--- src/rtl/clk_switch_ctrl_pkg.sv ---
// Shared types and helpers for the clock-switch sequencing controller.
// State encoding depends on CLK_SWITCH_CTRL_QUIESCE_EN (QUIESCE skipped when undefined).
package clk_switch_ctrl_pkg;

`ifdef CLK_SWITCH_CTRL_QUIESCE_EN
  typedef enum logic [1:0] {
    IDLE    = 2'd0,
    QUIESCE = 2'd1,
    SWITCH  = 2'd2,
    DONE    = 2'd3
  } state_e;
`else
  typedef enum logic [1:0] {
    IDLE   = 2'd0,
    SWITCH = 2'd1,
    DONE   = 2'd2
  } state_e;
`endif

  // Mux worst-case switch delay in clks_i cycles: 2 x sync stages x slowest-period ratio.
  function automatic int unsigned recommended_settle(input int unsigned sync_stages,
                                                     input int unsigned slow_ratio);
    return 2 * sync_stages * slow_ratio;
  endfunction

endpackage

--- src/rtl/clk_switch_settle_cnt.sv ---
// Settle-window down-counter; load covers both the initial load and the abort reload.
// A zero load value is treated as one so the window is never empty.
module clk_switch_settle_cnt #(
  parameter int unsigned CNT_WIDTH = 8
) (
  input  logic                 clks_i,
  input  logic                 async_rstn_i,
  input  logic                 load_i,
  input  logic                 dec_i,
  input  logic [CNT_WIDTH-1:0] val_i,
  output logic                 last_o
);

  logic [CNT_WIDTH-1:0] cnt_q;
  logic [CNT_WIDTH-1:0] cnt_d;

  always_comb begin
    cnt_d = cnt_q;
    if (load_i) begin
      cnt_d = (val_i == '0) ? CNT_WIDTH'(1) : val_i;
    end else if (dec_i && (cnt_q != '0)) begin
      cnt_d = cnt_q - CNT_WIDTH'(1);
    end
  end

  // last_o is registered from the next count so it lines up with cnt_q.
  always_ff @(posedge clks_i or negedge async_rstn_i) begin
    if (!async_rstn_i) begin
      cnt_q  <= '0;
      last_o <= 1'b0;
    end else begin
      cnt_q  <= cnt_d;
      last_o <= (cnt_d == CNT_WIDTH'(1));
    end
  end

endmodule

--- src/rtl/clk_switch_ctrl.sv ---
// Glitch-free clock mux sequencing controller: validates requests, drives the select, holds settle.
// Optional quiesce handshake enabled by defining CLK_SWITCH_CTRL_QUIESCE_EN.
module clk_switch_ctrl
  import clk_switch_ctrl_pkg::*;
#(
  parameter  int unsigned NUM_INPUTS = 2,
  parameter  int unsigned RESET_SEL  = 0,
  parameter  int unsigned CNT_WIDTH  = 8,
  localparam int unsigned SelWidth   = $clog2(NUM_INPUTS)
) (
  input  logic                  clks_i,
  input  logic                  async_rstn_i,
  input  logic                  req_valid_i,
  output logic                  req_ready_o,
  input  logic [SelWidth-1:0]   req_sel_i,
  input  logic [NUM_INPUTS-1:0] src_valid_i,
  input  logic [CNT_WIDTH-1:0]  settle_cycles_i,
  output logic [SelWidth-1:0]   sel_o,
  output logic                  busy_o,
  output logic                  done_o,
  output logic                  err_o
`ifdef CLK_SWITCH_CTRL_QUIESCE_EN
  ,
  output logic                  quiesce_req_o,
  input  logic                  quiesce_ack_i
`endif
);

  localparam logic [1:0] ST_IDLE    = IDLE;
`ifdef CLK_SWITCH_CTRL_QUIESCE_EN
  localparam logic [1:0] ST_QUIESCE = QUIESCE;
`endif
  localparam logic [1:0] ST_SWITCH  = SWITCH;
  localparam logic [1:0] ST_DONE    = DONE;

  logic [1:0]           state_q, state_d;
  logic [SelWidth-1:0]  target_q, target_d;
  logic [SelWidth-1:0]  prev_q, prev_d;
  logic [SelWidth-1:0]  sel_d;
  logic [CNT_WIDTH-1:0] settle_q, settle_d;
  logic [CNT_WIDTH-1:0] cnt_val;
  logic                 entry_q, entry_d;
  logic                 aborted_q, aborted_d;
  logic                 err_q, err_d;
  logic                 cnt_load, cnt_dec, cnt_last;
  logic                 sel_ok;

  assign sel_ok  = (32'(req_sel_i) < NUM_INPUTS) && src_valid_i[req_sel_i];
  assign cnt_val = (state_q == ST_IDLE) ? settle_cycles_i : settle_q;

  clk_switch_settle_cnt #(
    .CNT_WIDTH (CNT_WIDTH)
  ) u_settle_cnt (
    .clks_i       (clks_i),
    .async_rstn_i (async_rstn_i),
    .load_i       (cnt_load),
    .dec_i        (cnt_dec),
    .val_i        (cnt_val),
    .last_o       (cnt_last)
  );

  // Next state and next register values.
  always_comb begin
    state_d   = state_q;
    target_d  = target_q;
    prev_d    = prev_q;
    settle_d  = settle_q;
    entry_d   = entry_q;
    aborted_d = aborted_q;
    err_d     = err_q;
    sel_d     = sel_o;
    cnt_load  = 1'b0;
    cnt_dec   = 1'b0;
    case (state_q)
      ST_IDLE: begin
        if (req_valid_i && req_ready_o) begin
          if (!sel_ok) begin
            state_d = ST_DONE;
            err_d   = 1'b1;
          end else if (req_sel_i == sel_o) begin
            state_d = ST_DONE;
            err_d   = 1'b0;
          end else begin
            target_d  = req_sel_i;
            prev_d    = sel_o;
            settle_d  = settle_cycles_i;
            entry_d   = 1'b1;
            aborted_d = 1'b0;
            err_d     = 1'b0;
`ifdef CLK_SWITCH_CTRL_QUIESCE_EN
            state_d   = ST_QUIESCE;
`else
            state_d   = ST_SWITCH;
            cnt_load  = 1'b1;
`endif
          end
        end
      end
`ifdef CLK_SWITCH_CTRL_QUIESCE_EN
      ST_QUIESCE: begin
        if (quiesce_ack_i) begin
          state_d  = ST_SWITCH;
          cnt_load = 1'b1;
        end
      end
`endif
      ST_SWITCH: begin
        if (entry_q) begin
          sel_d   = target_q;
          entry_d = 1'b0;
        end
        // A lost target reverts the select once and restarts the settle window.
        if (!entry_q && !aborted_q && !src_valid_i[target_q]) begin
          sel_d     = prev_q;
          aborted_d = 1'b1;
          cnt_load  = 1'b1;
        end else begin
          cnt_dec = 1'b1;
          if (cnt_last) begin
            state_d = ST_DONE;
            err_d   = aborted_q;
          end
        end
      end
      ST_DONE: state_d = ST_IDLE;
      default: state_d = ST_IDLE;
    endcase
  end

  always_ff @(posedge clks_i or negedge async_rstn_i) begin
    if (!async_rstn_i) begin
      state_q       <= ST_IDLE;
      target_q      <= '0;
      prev_q        <= '0;
      settle_q      <= '0;
      entry_q       <= 1'b0;
      aborted_q     <= 1'b0;
      err_q         <= 1'b0;
      sel_o         <= SelWidth'(RESET_SEL);
      done_o        <= 1'b0;
      err_o         <= 1'b0;
      busy_o        <= 1'b0;
      req_ready_o   <= 1'b1;
`ifdef CLK_SWITCH_CTRL_QUIESCE_EN
      quiesce_req_o <= 1'b0;
`endif
    end else begin
      state_q       <= state_d;
      target_q      <= target_d;
      prev_q        <= prev_d;
      settle_q      <= settle_d;
      entry_q       <= entry_d;
      aborted_q     <= aborted_d;
      err_q         <= err_d;
      sel_o         <= sel_d;
      done_o        <= (state_q == ST_DONE);
      err_o         <= (state_q == ST_DONE) && err_q;
      busy_o        <= (state_q != ST_IDLE);
      req_ready_o   <= (state_d == ST_IDLE);
`ifdef CLK_SWITCH_CTRL_QUIESCE_EN
      quiesce_req_o <= (state_q == ST_QUIESCE) || (state_q == ST_SWITCH);
`endif
    end
  end

endmodule

--- config.mk ---
export PLATFORM = sky130hd
export DESIGN_NAME = clk_switch_ctrl
export DESIGN_NICKNAME = d
export VERILOG_FILES = /design/src/rtl/clk_switch_ctrl_pkg.sv /design/src/rtl/clk_switch_settle_cnt.sv /design/src/rtl/clk_switch_ctrl.sv
export SDC_FILE = /design/constraint.sdc
export NUM_CORES = 1
export LEC_CHECK = 0
export CORE_ASPECT_RATIO = 1.75
export CORE_MARGIN = 10
export CORE_UTILIZATION = 59
export DETAILED_ROUTE_END_ITERATION = 7
export PLACE_DENSITY_LB_ADDON = 0.25
export SLEW_MARGIN = 30
export SYNTH_ARGS = -nofsm -noshare
export SYNTH_HDL_FRONTEND = slang
export SYNTH_SLANG_ARGS = --single-unit
export TNS_END_PERCENT = 5
--- constraint.sdc ---
create_clock -name clks_i -period 3.5 [get_ports clks_i]
set_input_delay 1.05 -clock clks_i [delete_from_list [all_inputs] [get_ports clks_i]]
set_output_delay 1.05 -clock clks_i [all_outputs]
set_load 0.005 [all_outputs]
==> flow_summary.yaml <==
routing:
  first_pass_iters: 4
  viasPerCell: 6.06
  totalWireLength_um: 3600
  ant_nets: 0
  drtIter0Drc: 29
  wl_per_cell_um: 17.5
  drc_errors: 0
  vias: 1248
pwr:
  p_total_uw: 1600
  power_density_mw_per_mm2: 841
  leakage_uw: 0.000795
  ir_worst_vdd_mv: 0.494
global_route:
  grt_overflow_total: 0
  grt_start_max_net_pins: 30
  grt_pass1_vias: 1321
  grt_pass1_wl_um: 5880
  antenna_found_initial: 0
  grt_use_total: 0.145
finish:
  final_common_cell: "dfrtp_1"
  nFillCells: 207
  final_util: 0.715
  area_delta_synth_final_pct: 18.1
  seqCellArea_um2: 727
  final_area_mm2: 0.00190
  drive_above_1_share: 0.173
  final_cell_mix: "dfrtp_1 (28), clkdlybuf4s50_1 (18), mux2_2 (13)"
  multi_input_area_um2: 838
  n_antenna_cell: 0
  nets: 194
cts:
  cts_tree: "done"
  cts_made_buffers: 5
  clockBufferDepth: 2
  ctsHoldBuffers: 0
  cts-root-buf: "clkbuf_8"
  post_cts_resized: 0
  h-tree-depth: 2
  cts_setup_buffers: 0
  clkTransAtPathRegs_ps: 60
  cts_sinks: 29
  insertion_delay_ps: 280
synth:
  synth_warnings: 0
  synthesis.area_mm2: 0.00161
  synthSimpleGateAreaFrac: 0.199
  synth-seq-cells: 29
  synth_edf_count: 0
  syn_nets: 172
  ys_types: 44
  synthCells: 156
  synth_area_leaders: "dfrtp_1 (44%), mux2_2 (9.1%), mux2i_1 (6.2%)"
  synth_compound_area_frac: 0.131
  synth.top_cell.area_share: 0.435
  muxShareOfSynthArea: 0.153
  synth_largest_area_cell: "dfrtp_1"
  synth-xor-area-share: 0.0218
  synthAdderAreaFrac: 0.0155
  yosys_most_used_dff: "dfrtp_1"
  async_reset_ff_frac: 1.00
  syn_area_per_cell_um2: 10.3
  ys_seq_area_frac: 0.451
  synth_top_family_by_area: "simple AND/OR/NAND/NOR gates"
floorplan:
  io_pins: 19
  die_x_um: 59.5
  die_h_um: 89.1
  start_util: 0.606
  rows: 25
  dieArea_mm2: 0.00530
  coreArea_mm2: 0.00266
timing:
  min_period_ps: 2950
  tightest_slew_ps: 928
  clock_skew_ps: 8.85
  rsz0062_at_grt: "false"
  max-slew-margin-rel: 0.379
  finalSetupTns_ps: 0
  max_freq_mhz: 339
  slew_violations: 0
  finalSetupViolCount: 0
  period_share: 0.842
  hold_viol_final: 0
critical_path:
  worst-r2r-cell-count: 6
  reg2reg_slack_ps: 1070
  crit_path_end_kind: "register"
  max_stage_delay_ps: 450
  endpoint: "u_settle_cnt.last_o$_DFF_PN0_"
  arrival_ps: 3130
  r2r_start: "u_settle_cnt.cnt_q[2]$_DFF_PN0_"
  slowest_stage: "clkdlybuf4s50_1"
  path_cells: "clkdlybuf4s50_1 -> mux2i_1 -> and2_1 -> a21o_1 -> o311a_1 -> nand2_1 -> a2111oi_2"
  crit_start: "src_valid_i[1]"
  cp-start-kind: "input port"
  worstPathMaxFanout: 15
  criticalPathCategory: "input port to register"
  worstReg2RegEnd: "u_settle_cnt.last_o$_DFF_PN0_"
  required_ps: 3680
place:
  placement.io_buffers: 18
  place_congestion: 0.893
  dpl.hpwl_um: 2760
  dpl_cell_area_mm2: 0.00182
flow_run:
  max-cap-violations: 0
min_path:
  hp-class: "register to register"
outcome:
  status: "finished, final reports clean"
-- worst min-delay path by stage --
stage                           start         endpoint  slack (ps)  cells after the start
floorplan           err_q$_DFFE_PN0P_  err_o$_DFF_PN0_         450                      1
global placement    err_q$_DFFE_PN0P_  err_o$_DFF_PN0_         460                      1
detailed placement  err_q$_DFFE_PN0P_  err_o$_DFF_PN0_         470                      1
CTS                 err_q$_DFFE_PN0P_  err_o$_DFF_PN0_         480                      1
global route        err_q$_DFFE_PN0P_  err_o$_DFF_PN0_         490                      1
finish              err_q$_DFFE_PN0P_  err_o$_DFF_PN0_         480                      1
-- cell type report --
type,instances,share of cell area
repair buffers,20,0.103
clock buffers,7,0.0401
flip-flops and latches,29,0.382
well taps,27,0.0178
inverters,7,0.0138
multi-input cells,115,0.441
clock inverters,1,0.00263
-- worst max-delay path: cells and delay by family --
| kind | cells | cell delay, ps |
|---|---|---|
| AOI/OAI and AO/OA | 3 | 980 |
| buffers and inverters | 1 | 450 |
| and+or+nand+nor | 2 | 420 |
| muxes | 1 | 220 |
-- kinds of logic after synthesis --
| kind of cell | Yosys count |
|---|---|
| buffers and inverters | 12 |
| xor gates and xnor gates | 4 |
| adders and majority gates | 2 |
| and+or+nand+nor | 56 |
| muxes | 23 |
| AOI/OAI and AO/OA | 30 |
| DFF | 29 |
-- power by group --
group	internal, uW	switching (uW)
clock	139	115
sequential	496	145
combinational	345	360
total	980	620
-- cells in the mapped netlist (2+ instances only) --
library cell,n
nor3_1,3
nor2_1,12
o21ai_0,7
inv_1,7
mux2_2,13
nand3b_1,3
ha_1,2
and2_1,3
nand3_1,2
nor2_2,2
xnor2_1,4
o22ai_1,3
nand2_1,12
dfrtp_1,28
nor4_1,4
a211oi_1,4
a21o_1,2
a21oi_1,6
mux2i_1,10
clkbuf_1,5
-- routing by layer --
metal | track usage | share of wire | vias up
li1 | - | - | 617
met1 | 0.128 | 0.36 | 594
met2 | 0.276 | 0.57 | 27
met3 | 0.0384 | 0.043 | 10
met4 | 0.0861 | 0.032 | 0
met5 | 0 | 0 | -
-- flip-flops by register name, summed over array words and instances, names as in the netlist --
signal / flops
busy_o: 1
err_q: 1
prev_q: 1
settle_q: 8
u_settle_cnt.cnt_q: 8
entry_q: 1
aborted_q: 1
sel_o: 1
target_q: 1
err_o: 1
state_q: 2
req_ready_o: 1
u_settle_cnt.last_o: 1
done_o: 1
-- metrics by stage --
step           std cells  hold WS [ps]  setup WS [ps]
2_1_floorplan        156           454            985
6_report             206           477            551
5_1_grt              206           491            329
4_1_cts              206           480            569
3_3_place_gp         198           462            385
3_5_place_dp         198           468            288
No activity file was read; power rests on OpenSTA's default activity.
